$ cat config.mk
export PLATFORM = sky130hd
export DESIGN_NAME = frame_sequencer_flat
export DESIGN_NICKNAME = d
export VERILOG_FILES = /design/src/rtl/frame_sequencer_if.sv /design/src/rtl/frame_sequencer.sv /design/src/flat_wrapper.sv
export SDC_FILE = /design/constraint.sdc
export NUM_CORES = 1
export LEC_CHECK = 0
export ABC_AREA = 1
export CAP_MARGIN = 30
export CELL_PAD_IN_SITES_DETAIL_PLACEMENT = 0
export CELL_PAD_IN_SITES_GLOBAL_PLACEMENT = 1
export CORE_MARGIN = 5
export CORE_UTILIZATION = 35
export CTS_CLUSTER_DIAMETER = 120
export CTS_CLUSTER_SIZE = 14
export DETAILED_ROUTE_END_ITERATION = 6
export PLACE_DENSITY = 0.75
export SLEW_MARGIN = 10
export SYNTH_ARGS = -nofsm -noshare
export SYNTH_HDL_FRONTEND = slang
export SYNTH_SLANG_ARGS = --single-unit
$ cat constraint.sdc
create_clock -name clk -period 1.7 [get_ports clk]
set_input_delay 0.425 -clock clk [delete_from_list [all_inputs] [get_ports clk]]
set_output_delay 0.425 -clock clk [all_outputs]
set_load 0.02 [all_outputs]
$ cat src/rtl/frame_sequencer_if.sv
// Phase request/acknowledge bus between the frame sequencer and the game update logic.
// The sequencer is the master: it raises req with a phase index and waits for ack.
interface frame_sequencer_if #(
  parameter int PW = 4
) ();
  logic          req;
  logic          ack;
  logic [PW-1:0] phase;

  modport master (output req, output phase, input ack);
  modport slave  (input req, input phase, output ack);
endinterface

$ cat src/rtl/frame_sequencer.sv
// Runs one game-update frame (a fixed series of req/ack phases) per 60 Hz tick, counts frames
// and flags dropped ticks. Optional ack watchdog enabled by defining FRAME_SEQ_WATCHDOG_EN.
module frame_sequencer #(
  parameter int NUM_PHASES = 4,
  parameter int PW         = 4,
  parameter int FW         = 16,
  parameter int TIMEOUT    = 1000
) (
  input  logic                clk,
  input  logic                resetn,
  input  logic                tick,
  input  logic                overrun_clr,
  frame_sequencer_if.master   gbus,
  output logic                busy,
  output logic                frame_done,
  output logic [FW-1:0]       frame_cnt,
  output logic                overrun,
  output logic [7:0]          overrun_cnt,
  output logic                timeout
);

  typedef enum logic [1:0] {IDLE, ISSUE, GAP} state_t;

  state_t        state;
  state_t        state_nxt;
  logic [PW-1:0] phase_q;
  logic          start;
  logic          accept;
  logic          last;
  logic          drop;
  logic          wd_expire;

  assign last = (phase_q == PW'(NUM_PHASES - 1));
  assign drop = tick && (state != IDLE);

`ifdef FRAME_SEQ_WATCHDOG_EN
  localparam int WW = $clog2(TIMEOUT + 1);
  logic [WW-1:0] wd_cnt;

  // ISSUE is always entered from IDLE or GAP, so clearing outside ISSUE restarts it per phase.
  always_ff @(posedge clk or negedge resetn) begin
    if (!resetn) begin
      wd_cnt <= '0;
    end else if (state != ISSUE) begin
      wd_cnt <= '0;
    end else begin
      wd_cnt <= wd_cnt + 1'b1;
    end
  end

  assign wd_expire = (state == ISSUE) && (wd_cnt == WW'(TIMEOUT - 1));

  always_ff @(posedge clk or negedge resetn) begin
    if (!resetn) begin
      timeout <= 1'b0;
    end else if (wd_expire && !gbus.ack) begin
      timeout <= 1'b1;
    end else if (overrun_clr) begin
      timeout <= 1'b0;
    end
  end
`else
  assign wd_expire = 1'b0;
  assign timeout   = 1'b0;
`endif

  always_ff @(posedge clk or negedge resetn) begin
    if (!resetn) begin
      state <= IDLE;
    end else begin
      state <= state_nxt;
    end
  end

  always_comb begin
    state_nxt = state;
    start     = 1'b0;
    accept    = 1'b0;
    case (state)
      IDLE: begin
        if (tick) begin
          state_nxt = ISSUE;
          start     = 1'b1;
        end
      end
      ISSUE: begin
        if (gbus.ack || wd_expire) begin
          accept    = 1'b1;
          state_nxt = last ? IDLE : GAP;
        end
      end
      GAP:     state_nxt = ISSUE;
      default: state_nxt = IDLE;
    endcase
  end

  // Phase advances on leaving GAP so it stays stable for the whole ISSUE window.
  always_ff @(posedge clk or negedge resetn) begin
    if (!resetn) begin
      phase_q    <= '0;
      frame_done <= 1'b0;
      frame_cnt  <= '0;
    end else begin
      frame_done <= accept && last;
      if (start || (accept && last)) begin
        phase_q <= '0;
      end else if (state == GAP) begin
        phase_q <= phase_q + 1'b1;
      end
      if (accept && last) begin
        frame_cnt <= frame_cnt + 1'b1;
      end
    end
  end

  // A fresh drop beats a simultaneous clear, leaving a count of one.
  always_ff @(posedge clk or negedge resetn) begin
    if (!resetn) begin
      overrun     <= 1'b0;
      overrun_cnt <= '0;
    end else if (drop) begin
      overrun <= 1'b1;
      if (overrun_clr) begin
        overrun_cnt <= 8'd1;
      end else if (overrun_cnt != 8'd255) begin
        overrun_cnt <= overrun_cnt + 8'd1;
      end
    end else if (overrun_clr) begin
      overrun     <= 1'b0;
      overrun_cnt <= '0;
    end
  end

  assign gbus.req   = (state == ISSUE);
  assign gbus.phase = phase_q;
  assign busy       = (state != IDLE);

endmodule
$ cat src/flat_wrapper.sv
// flat-port wrapper written by rule: the top's interface ports become plain ports
module frame_sequencer_flat 
#(
  parameter int NUM_PHASES = 4,
  parameter int PW         = 4,
  parameter int FW         = 16,
  parameter int TIMEOUT    = 1000
)
  (clk, resetn, tick, overrun_clr, busy, frame_done, frame_cnt, overrun, overrun_cnt, timeout, gbus_req, gbus_phase, gbus_ack);
  frame_sequencer_if #(.PW(PW)) gbus_i ();
  input  logic clk;
  input  logic resetn;
  input  logic tick;
  input  logic overrun_clr;
  output logic busy;
  output logic frame_done;
  output logic [FW-1:0] frame_cnt;
  output logic overrun;
  output logic [7:0] overrun_cnt;
  output logic timeout;
  output wire logic [$bits(gbus_i.req)-1:0] gbus_req;
  output wire logic [$bits(gbus_i.phase)-1:0] gbus_phase;
  input wire logic [$bits(gbus_i.ack)-1:0] gbus_ack;
  assign gbus_req = gbus_i.req;
  assign gbus_phase = gbus_i.phase;
  assign gbus_i.ack = gbus_ack;
  frame_sequencer #(.NUM_PHASES(NUM_PHASES), .PW(PW), .FW(FW), .TIMEOUT(TIMEOUT)) u_core (.clk(clk), .resetn(resetn), .tick(tick), .overrun_clr(overrun_clr), .gbus(gbus_i), .busy(busy), .frame_done(frame_done), .frame_cnt(frame_cnt), .overrun(overrun), .overrun_cnt(overrun_cnt), .timeout(timeout));
endmodule
* Yosys cells after proc, flatten, opt, wreduce, memory -nomap -nowiden
Cells that the tools add are included.
Storage, ports and cells: logic and storage cells 41, output and inout bits 33, input bits 5, register bits 32
Cells by class: add/subtract/negate cells 3, equality and inequality tests 6, multiplexer cells 16, reductions and logical operators 10
Operator list (number):
- $mux 8 | 4
- $add 16x1->16 const B | 1
- $add 8x1->8 const B | 1
- $mux 4 | 2
- $ne 8x8->1 const B | 1
- $reduce_bool 2->1 | 4
- $mux 1 | 6
- $mux 2 | 3
- $pmux 2 s3 | 1
- $add 4x1->4 const B | 1
- $eq 4x2->1 const B | 1
- $reduce_and 2->1 | 2
- $eq 2x1->1 const B | 1
- $eq 2x2->1 const B | 1
- $logic_and 1x1->1 | 2
- $logic_not 2->1 | 1
- $ne 2x1->1 const B | 1
- $ne 2x2->1 const B | 1
- $logic_or 1x1->1 | 1

* Logic depth before layout (Yosys ltp)
Gate-level depths: netlist of the first run.
word-level depth 5, mapped depth 9, depth with buffers taken out 9

* Worst setup path before layout of the first run
Ideal clock, no wire load.
kind register to register, start point register u_core.overrun_cnt[0], end point register u_core.overrun_cnt[4], period minus slack after synthesis 1.422 ns, arrival time 1.353 ns, slack 0.278 ns, cell stages (with the launch flop) 10, buffers on the path 0, library setup time 0.069 ns, required time 1.631 ns, path through dfrtp_1 ha_1 nand2_2 nor2_4 nand3_4 nand2_4 inv_2 nand2_1 nand2_1 nor2_2
On the way: word-level cells in the longest chain between the ends 4, elaborated cells between the ends (all ways) 7, classes of those cells add/sub: 1; eq/ne: 1; mux: 3; reduce/logical: 2
RTL lines:
- from (decl) | line frame_sequencer.sv:18 | output logic [7:0] overrun_cnt,
- from (signal assigned) | line frame_sequencer.sv:126 | overrun_cnt <= overrun_cnt + 8'd1;
- $add 8x1->8 | line frame_sequencer.sv:126
- $mux 8 | line frame_sequencer.sv:125 | end else if (overrun_cnt != 8'd255) begin
- $mux 8 | line frame_sequencer.sv:123 | if (overrun_clr) begin
- $mux 8 | line frame_sequencer.sv:121 | end else if (drop) begin
Parallel ways exist; a longest one is shown, timed or not. The select of a mux whose other input is x is not followed. A chain may end at the register's enable or synchronous reset.

* Worst setup path in the final report of the first run
start point register u_core.frame_done, end point output port frame_done
RTL lines:
- from (decl) | line frame_sequencer.sv:15 | output logic frame_done,
- from (signal assigned) | line frame_sequencer.sv:104 | frame_done <= accept && last;
- to (decl) | line flat_wrapper.sv:16 | output logic frame_done;
No word-level cell between the ends.

==> reports/qor.csv, run 1 <==
stage,metric,value,unit
power_and_ir_drop,Int Pwr,1.64,mW
global_routing,grt ovf,0,
die,total die area,0.00680,mm²
finish,Area growth syn-to-layout,33.0,%
global_routing,GR Util met2,0.239,
worst_setup_path,CP Launch Type,flip-flop,
clock_network,post-CTS setup repair buffer count,0,
clock_network,clock sink count,32,
power_and_ir_drop,Sw Share,0.361,
worst_setup_path,CP Class,flip-flop to output port,
place,DP HPWL,3.19,mm
finish,layout cell share with drive strength beyond 1,0.148,
clock_network,clock-pin slew on the worst setup and hold paths,70,ps
clock_network,Max clock buf depth,2,
finish,fin util,0.479,
yosys,number of distinct library cells after synthesis,31,
drt,Post-Route WL,4.19,mm
global_routing,first-pass GRT wire length,7.27,mm
worst_setup_path,Worst EP arrival,1220,ps
sta,RSZ-0062 raised after global routing,no,
yosys,Synth Area per Inst,7.73,µm²
sta,final period utilization,0.966,
finish,"leading cell type in the layout, fill and taps excluded",nand2_1,
place,Port Buf Inserts,36,
die,# rows,26,
yosys,Mapped Area,0.00184,mm²
sta,Final Hold Fails,0,
finish,most frequent cells in the layout,"nand2_1, dfrtp_1, nor2_1, dlygate4sd2_1, inv_1",
sta,Max Transition Viols Final,0,
worst_setup_path,Buf/Inv on CP,1,
global_routing,initial antenna violation count,0,
power_and_ir_drop,Comb pwr share,0.328,
global_routing,met1 Use GR,0.171,
worst_setup_path,Crit path required time,1270,ps
die,Core Region,0.00511,mm²
clock_network,H-tree depth,2,
power_and_ir_drop,part of the power in registers,0.395,
power_and_ir_drop,PD cells,1050,mW/mm²
drt,total vias in the final route,1627,
sta,clock skew,5.78,ps
drt,Remaining DRCs,0,
power_and_ir_drop,Clock Power Share,0.277,
finish,ANT cells,0,
yosys,Cells after Synth,238,
die,Initial Util,0.360,
drt,initial drt markers,53,
worst_setup_path,"Slowest-stage cell, CP",clkdlybuf4s50_1,
clock_network,CTS tree,built,
job,max_cap viols,0,
worst_setup_path,worst-path cell chain,clkdlybuf4s50_1,
global_routing,total track usage,0.139,
global_routing,met3 Track Usage GR,0.0336,
sta,hold slack,505,ps
drt,drt first pass iters,4,
drt,Final ANT Viol Nets,0,
clock_network,Skew-Pair Late Insertion Delay,280,ps
drt,wire per inst,11.6,µm
power_and_ir_drop,net switching power,0.928,mW
global_routing,busiest grt layer,met2,
die,# IOs,38,
worst_setup_path,"slowest stage delay, CP",600,ps
worst_setup_path,CP Max Fanout,1,
yosys,register area share after synthesis,0.435,
sta,clock period minus worst slack,1640,ps
power_and_ir_drop,VDD IR max,0.477,mV
die,die height,82.5,µm
sta,fmax,609,MHz
drt,Via density,4.51,
status,outcome,completed,
hold_path,Hold Path Class,primary input to asynchronous set/reset pin,
power_and_ir_drop,Pleak,1.32,nW
finish,Final nets,298,
clock_network,Post-CTS Hold Buffers,0,
global_routing,largest net degree at the start of global routing,33,
clock_network,clock tree root buffer cell,clkbuf_8,
place,gp weighted congestion,0.769,
worst_setup_path,Setup crit end kind,output port,
power_and_ir_drop,total power draw,2.57,mW
worst_setup_path,CP top delay family,buffers and inverters,
yosys,Synth Register Bits,32,
clock_network,CTS Buf Count,5,
finish,fillers,524,
yosys,"Warnings, synthesis",0,
global_routing,vias in the first global route,1635,
die,die width,82.5,µm
sta,# setup viols final,0,
yosys,Syn Nets,246,
sta,setup tns final,0,ps
-- cell families after synthesis --
| kind of cell | synth area share |
|---|---|
| other | 0.00204 |
| buffers and inverters | 0.0646 |
| DFF | 0.435 |
| adders and majority gates | 0.0204 |
| xor gates and xnor gates | 0.0469 |
| AOI/OAI and AO/OA | 0.0456 |
| and+or+nand+nor | 0.385 |
-- worst paths after layout --
path	startpoint	endpoint	slack, ps	depth (start not counted)
worst min-delay path	resetn	u_core.gbus.phase[3]	510	2
worst max register to register	u_core.gbus.phase[0]	u_core.frame_cnt[10]	270	8
worst min register to register	u_core.overrun	u_core.overrun	510	2
min in group clk	u_core.overrun	u_core.overrun	510	2
worst max-delay path	u_core.frame_done	frame_done	60	1
max in group asynchronous	resetn	u_core.state[0]	1010	2
-- metrics by stage --
stage	instances	setup slack, ps	instance area, µm²
detailed placement	353	20.4	2360
finish	361	57.8	2450
floorplan	238	278	1840
global placement	353	45.1	2360
CTS	361	2.56	2440
global route	361	8.14	2450
-- power groups by stage --
stage | clock network [mW] | logic (mW) | registers [mW]
2_1_floorplan | 0 | 0.392 | 1.13
3_3_place_gp | 0 | 0.938 | 1.04
5_1_grt | 0.764 | 0.942 | 1.04
6_report | 0.711 | 0.844 | 1.02
3_5_place_dp | 0 | 0.938 | 1.03
4_1_cts | 0.730 | 0.861 | 1.02
-- what timing repair did --
action / in CTS / in global routing
endpoints found under the setup margin: 27 / 6
gates resized for setup: 28 / 7
endpoints found under the hold margin: 0 / 0
-- flip-flops by register name, indices dropped and copies added (netlist names) --
register	cells
u_core.frame_cnt	16
u_core.overrun_cnt	8
u_core.gbus.phase	4
u_core.overrun	1
u_core.state	2
u_core.frame_done	1
-- synth_stat cells (all sizes together) --
library cell / instances / share of area
dfrtp: 32 / 0.44
xnor2: 4 / 0.019
nor3: 3 / 0.014
a21oi: 3 / 0.0082
nor3b: 1 / 0.0041
nand3b: 2 / 0.0082
nand3: 14 / 0.052
inv: 26 / 0.054
buf: 2 / 0.010
a31oi: 1 / 0.0034
nor2: 34 / 0.088
nand2: 88 / 0.19
or2: 1 / 0.0034
xor2: 5 / 0.028
o21ai: 11 / 0.034
ha: 3 / 0.020
conb: 1 / 0.0020
nand4: 7 / 0.024
-- cell type report --
class	count	area, µm²	share of cell area
clock inverters	2	35.0	0.0143
well taps	70	87.6	0.0358
multi-input cells	178	920	0.376
flip-flops and latches	32	802	0.328
clock buffers	6	72.6	0.0297
inverters	26	100	0.0409
repair buffers	47	429	0.175
-- per-layer routing --
metal,vias up,part of all wire
met5,-,0
met4,0,0.0091
met3,4,0.044
met2,36,0.46
met1,743,0.48
li1,844,-
Note: power is estimated with default switching activity, not from simulation.
==> run 2, diff against run 1 <==
GPL_TIMING_DRIVEN = 0   (was default)
==> run 2 against run 1 <==
Effect of this change:
- power up 1.7%
- sequential share of layout area grew 0.93 points
- global-route usage is 0.18 points higher
- clock skew shrank 2.4 ps
- highest routed layer unchanged
==> reports/qor.csv, run 2 (synthesized netlist as in run 1, its figures left out) <==
stage,metric,value,unit,change
global_routing,initial antenna violation count,0,,unchanged
finish,max reg flops,16,,unchanged
sta,hold slack,200,ps,-306 ps
global_routing,vias in the first global route,1577,,-3.5%
clock_network,Post-CTS Hold Buffers,0,,unchanged
global_routing,grt ovf,0,,unchanged
global_routing,GR Util met2,0.225,,-0.0136
sta,Rel. slew slack,0.502,,
clock_network,CTS tree,built,,
drt,Post-Route WL,4.18,mm,-0.24%
power_and_ir_drop,Clock Power Share,0.312,,+0.035
finish,most frequent cells in the layout,"nand2_1, dfrtp_1, nor2_1, dlygate4sd2_1, inv_1",,
clock_network,Skew-Pair Late Insertion Delay,290,ps,about the same
sta,fmax,608,MHz,about the same
global_routing,largest net degree at the start of global routing,33,,unchanged
drt,drt first pass iters,4,,unchanged
global_routing,busiest grt layer,met2,,
sta,worst slew pin tran,747,ps,
worst_setup_path,CP Class,flip-flop to output port,,
finish,register area,802,µm²,unchanged
die,Initial Util,0.360,,unchanged
drt,Via density,4.51,,about the same
sta,Max Transition Viols Final,0,,unchanged
clock_network,clock sink count,32,,unchanged
place,Placed Area,0.00228,mm²,-3.4%
sta,clock period minus worst slack,1640,ps,+1.33 ps
clock_network,CTS Buf Count,5,,unchanged
drt,Final ANT Viol Nets,0,,unchanged
finish,Final nets,289,,-3.0%
die,die height,82.5,µm,unchanged
finish,Area growth syn-to-layout,29.3,%,
drt,wire per inst,11.9,µm,+2.3%
worst_setup_path,CP Launch Type,flip-flop,,
place,gp weighted congestion,0.827,,+7.6%
finish,Biggest register,u_core.frame_cnt,,
drt,Remaining DRCs,0,,unchanged
hold_path,Hold Path Class,primary input to asynchronous set/reset pin,,
global_routing,first-pass GRT wire length,7.19,mm,-1.1%
worst_setup_path,"Slowest-stage cell, CP",clkdlybuf4s50_1,,
worst_setup_path,CP Max Fanout,1,,unchanged
clock_network,post-CTS setup repair buffer count,0,,unchanged
die,# rows,26,,unchanged
worst_setup_path,worst-path cell chain,clkdlybuf4s50_1,,
job,max_cap viols,0,,unchanged
drt,total vias in the final route,1587,,-2.5%
die,die width,82.5,µm,unchanged
clock_network,clock-pin slew on the worst setup and hold paths,70,ps,about the same
power_and_ir_drop,Comb pwr share,0.292,,-0.036
worst_setup_path,Worst EP arrival,1220,ps,about the same
drt,initial drt markers,64,,+21%
die,Core Region,0.00511,mm²,unchanged
finish,Layout Cells excl Fill,352,,-2.5%
global_routing,total track usage,0.140,,+0.00176
clock_network,clock tree root buffer cell,clkbuf_8,,
worst_setup_path,Buf/Inv on CP,1,,unchanged
sta,Final Hold Fails,0,,unchanged
finish,layout cell share with drive strength beyond 1,0.128,,-0.0201
finish,ANT cells,0,,unchanged
sta,final period utilization,0.967,,about the same
finish,"leading cell type in the layout, fill and taps excluded",nand2_1,,
worst_setup_path,Setup crit end kind,output port,,
power_and_ir_drop,Sw Share,0.357,,-0.00343
power_and_ir_drop,total power draw,2.62,mW,+1.7%
power_and_ir_drop,Int Pwr,1.68,mW,+2.2%
power_and_ir_drop,part of the power in registers,0.396,,about the same
worst_setup_path,Crit path required time,1270,ps,about the same
die,# IOs,38,,unchanged
clock_network,Max clock buf depth,2,,unchanged
sta,fin worst setup slack,56.5,ps,-1.33 ps
finish,area of the multi-input gates,920,µm²,unchanged
power_and_ir_drop,PD cells,1100,mW/mm²,+4.6%
finish,"Design Area, Final",0.00238,mm²,-2.8%
sta,clock skew,3.39,ps,-2.39 ps
global_routing,met3 Track Usage GR,0.0271,,-0.00651
sta,# setup viols final,0,,unchanged
global_routing,met1 Use GR,0.185,,+0.0140
sta,RSZ-0062 raised after global routing,no,,
place,Port Buf Inserts,36,,unchanged
worst_setup_path,"slowest stage delay, CP",600,ps,about the same
worst_setup_path,CP top delay family,buffers and inverters,,
place,"worst slack, placed",-144,ps,-164 ps
status,outcome,completed,,
power_and_ir_drop,VDD IR max,0.570,mV,+19%
clock_network,H-tree depth,2,,unchanged
power_and_ir_drop,net switching power,0.935,mW,+0.72%
place,DP HPWL,3.14,mm,-1.6%
place,placed insts,344,,-2.5%
finish,fillers,545,,+4.0%
die,total die area,0.00680,mm²,unchanged
power_and_ir_drop,Pleak,1.24,nW,-6.1%
==> run 2: routing by layer <==
layer,vias up,part of all wire
met3,5,0.039
met4,0,0.016
met2,28,0.45
met5,-,0
met1,725,0.49
li1,829,-
==> run 2: area by class of cell <==
class / instances / area share
clock buffers: 7 / 0.0405
plain buffers: 2 / 0.00789
clock inverters: 1 / 0.0126
flip-flops and latches: 32 / 0.337
repair buffers: 36 / 0.136
inverters: 26 / 0.0421
multi-input cells: 178 / 0.387
well taps: 70 / 0.0368
==> run 2: worst paths after layout <==
check / start / endpoint / slack (ps) / cells after the start
max: u_core.frame_done / frame_done / 60 / 1
min: resetn / u_core.overrun_cnt[2] / 200 / 1
max reg2reg: u_core.gbus.phase[0] / u_core.frame_cnt[10] / 240 / 8
min reg2reg: u_core.overrun / u_core.overrun / 480 / 2
max in group asynchronous: resetn / u_core.state[0] / 980 / 1
min in group clk: u_core.overrun / u_core.overrun / 480 / 2
==> run 2: stage by stage <==
step	setup TNS (ps)	util
2_1_floorplan	0	-
3_3_place_gp	-19280	0.448
3_5_place_dp	-1160	0.447
4_1_cts	0	0.465
5_1_grt	0	0.466
6_report	0	0.466
==> run 2: what timing repair did <==
item                       CTS  global route
pin swaps                    0             0
gates resized for setup     33             2
setup endpoints to repair   30             2
==> run 2: power groups by stage <==
stage	clock network, mW	logic (mW)	registers, mW
after CTS	0.832	0.779	1.04
after floorplan	0	0.392	1.13
after global placement	0	0.850	1.05
after detailed placement	0	0.851	1.05
after global routing	0.856	0.846	1.06
final	0.816	0.764	1.04
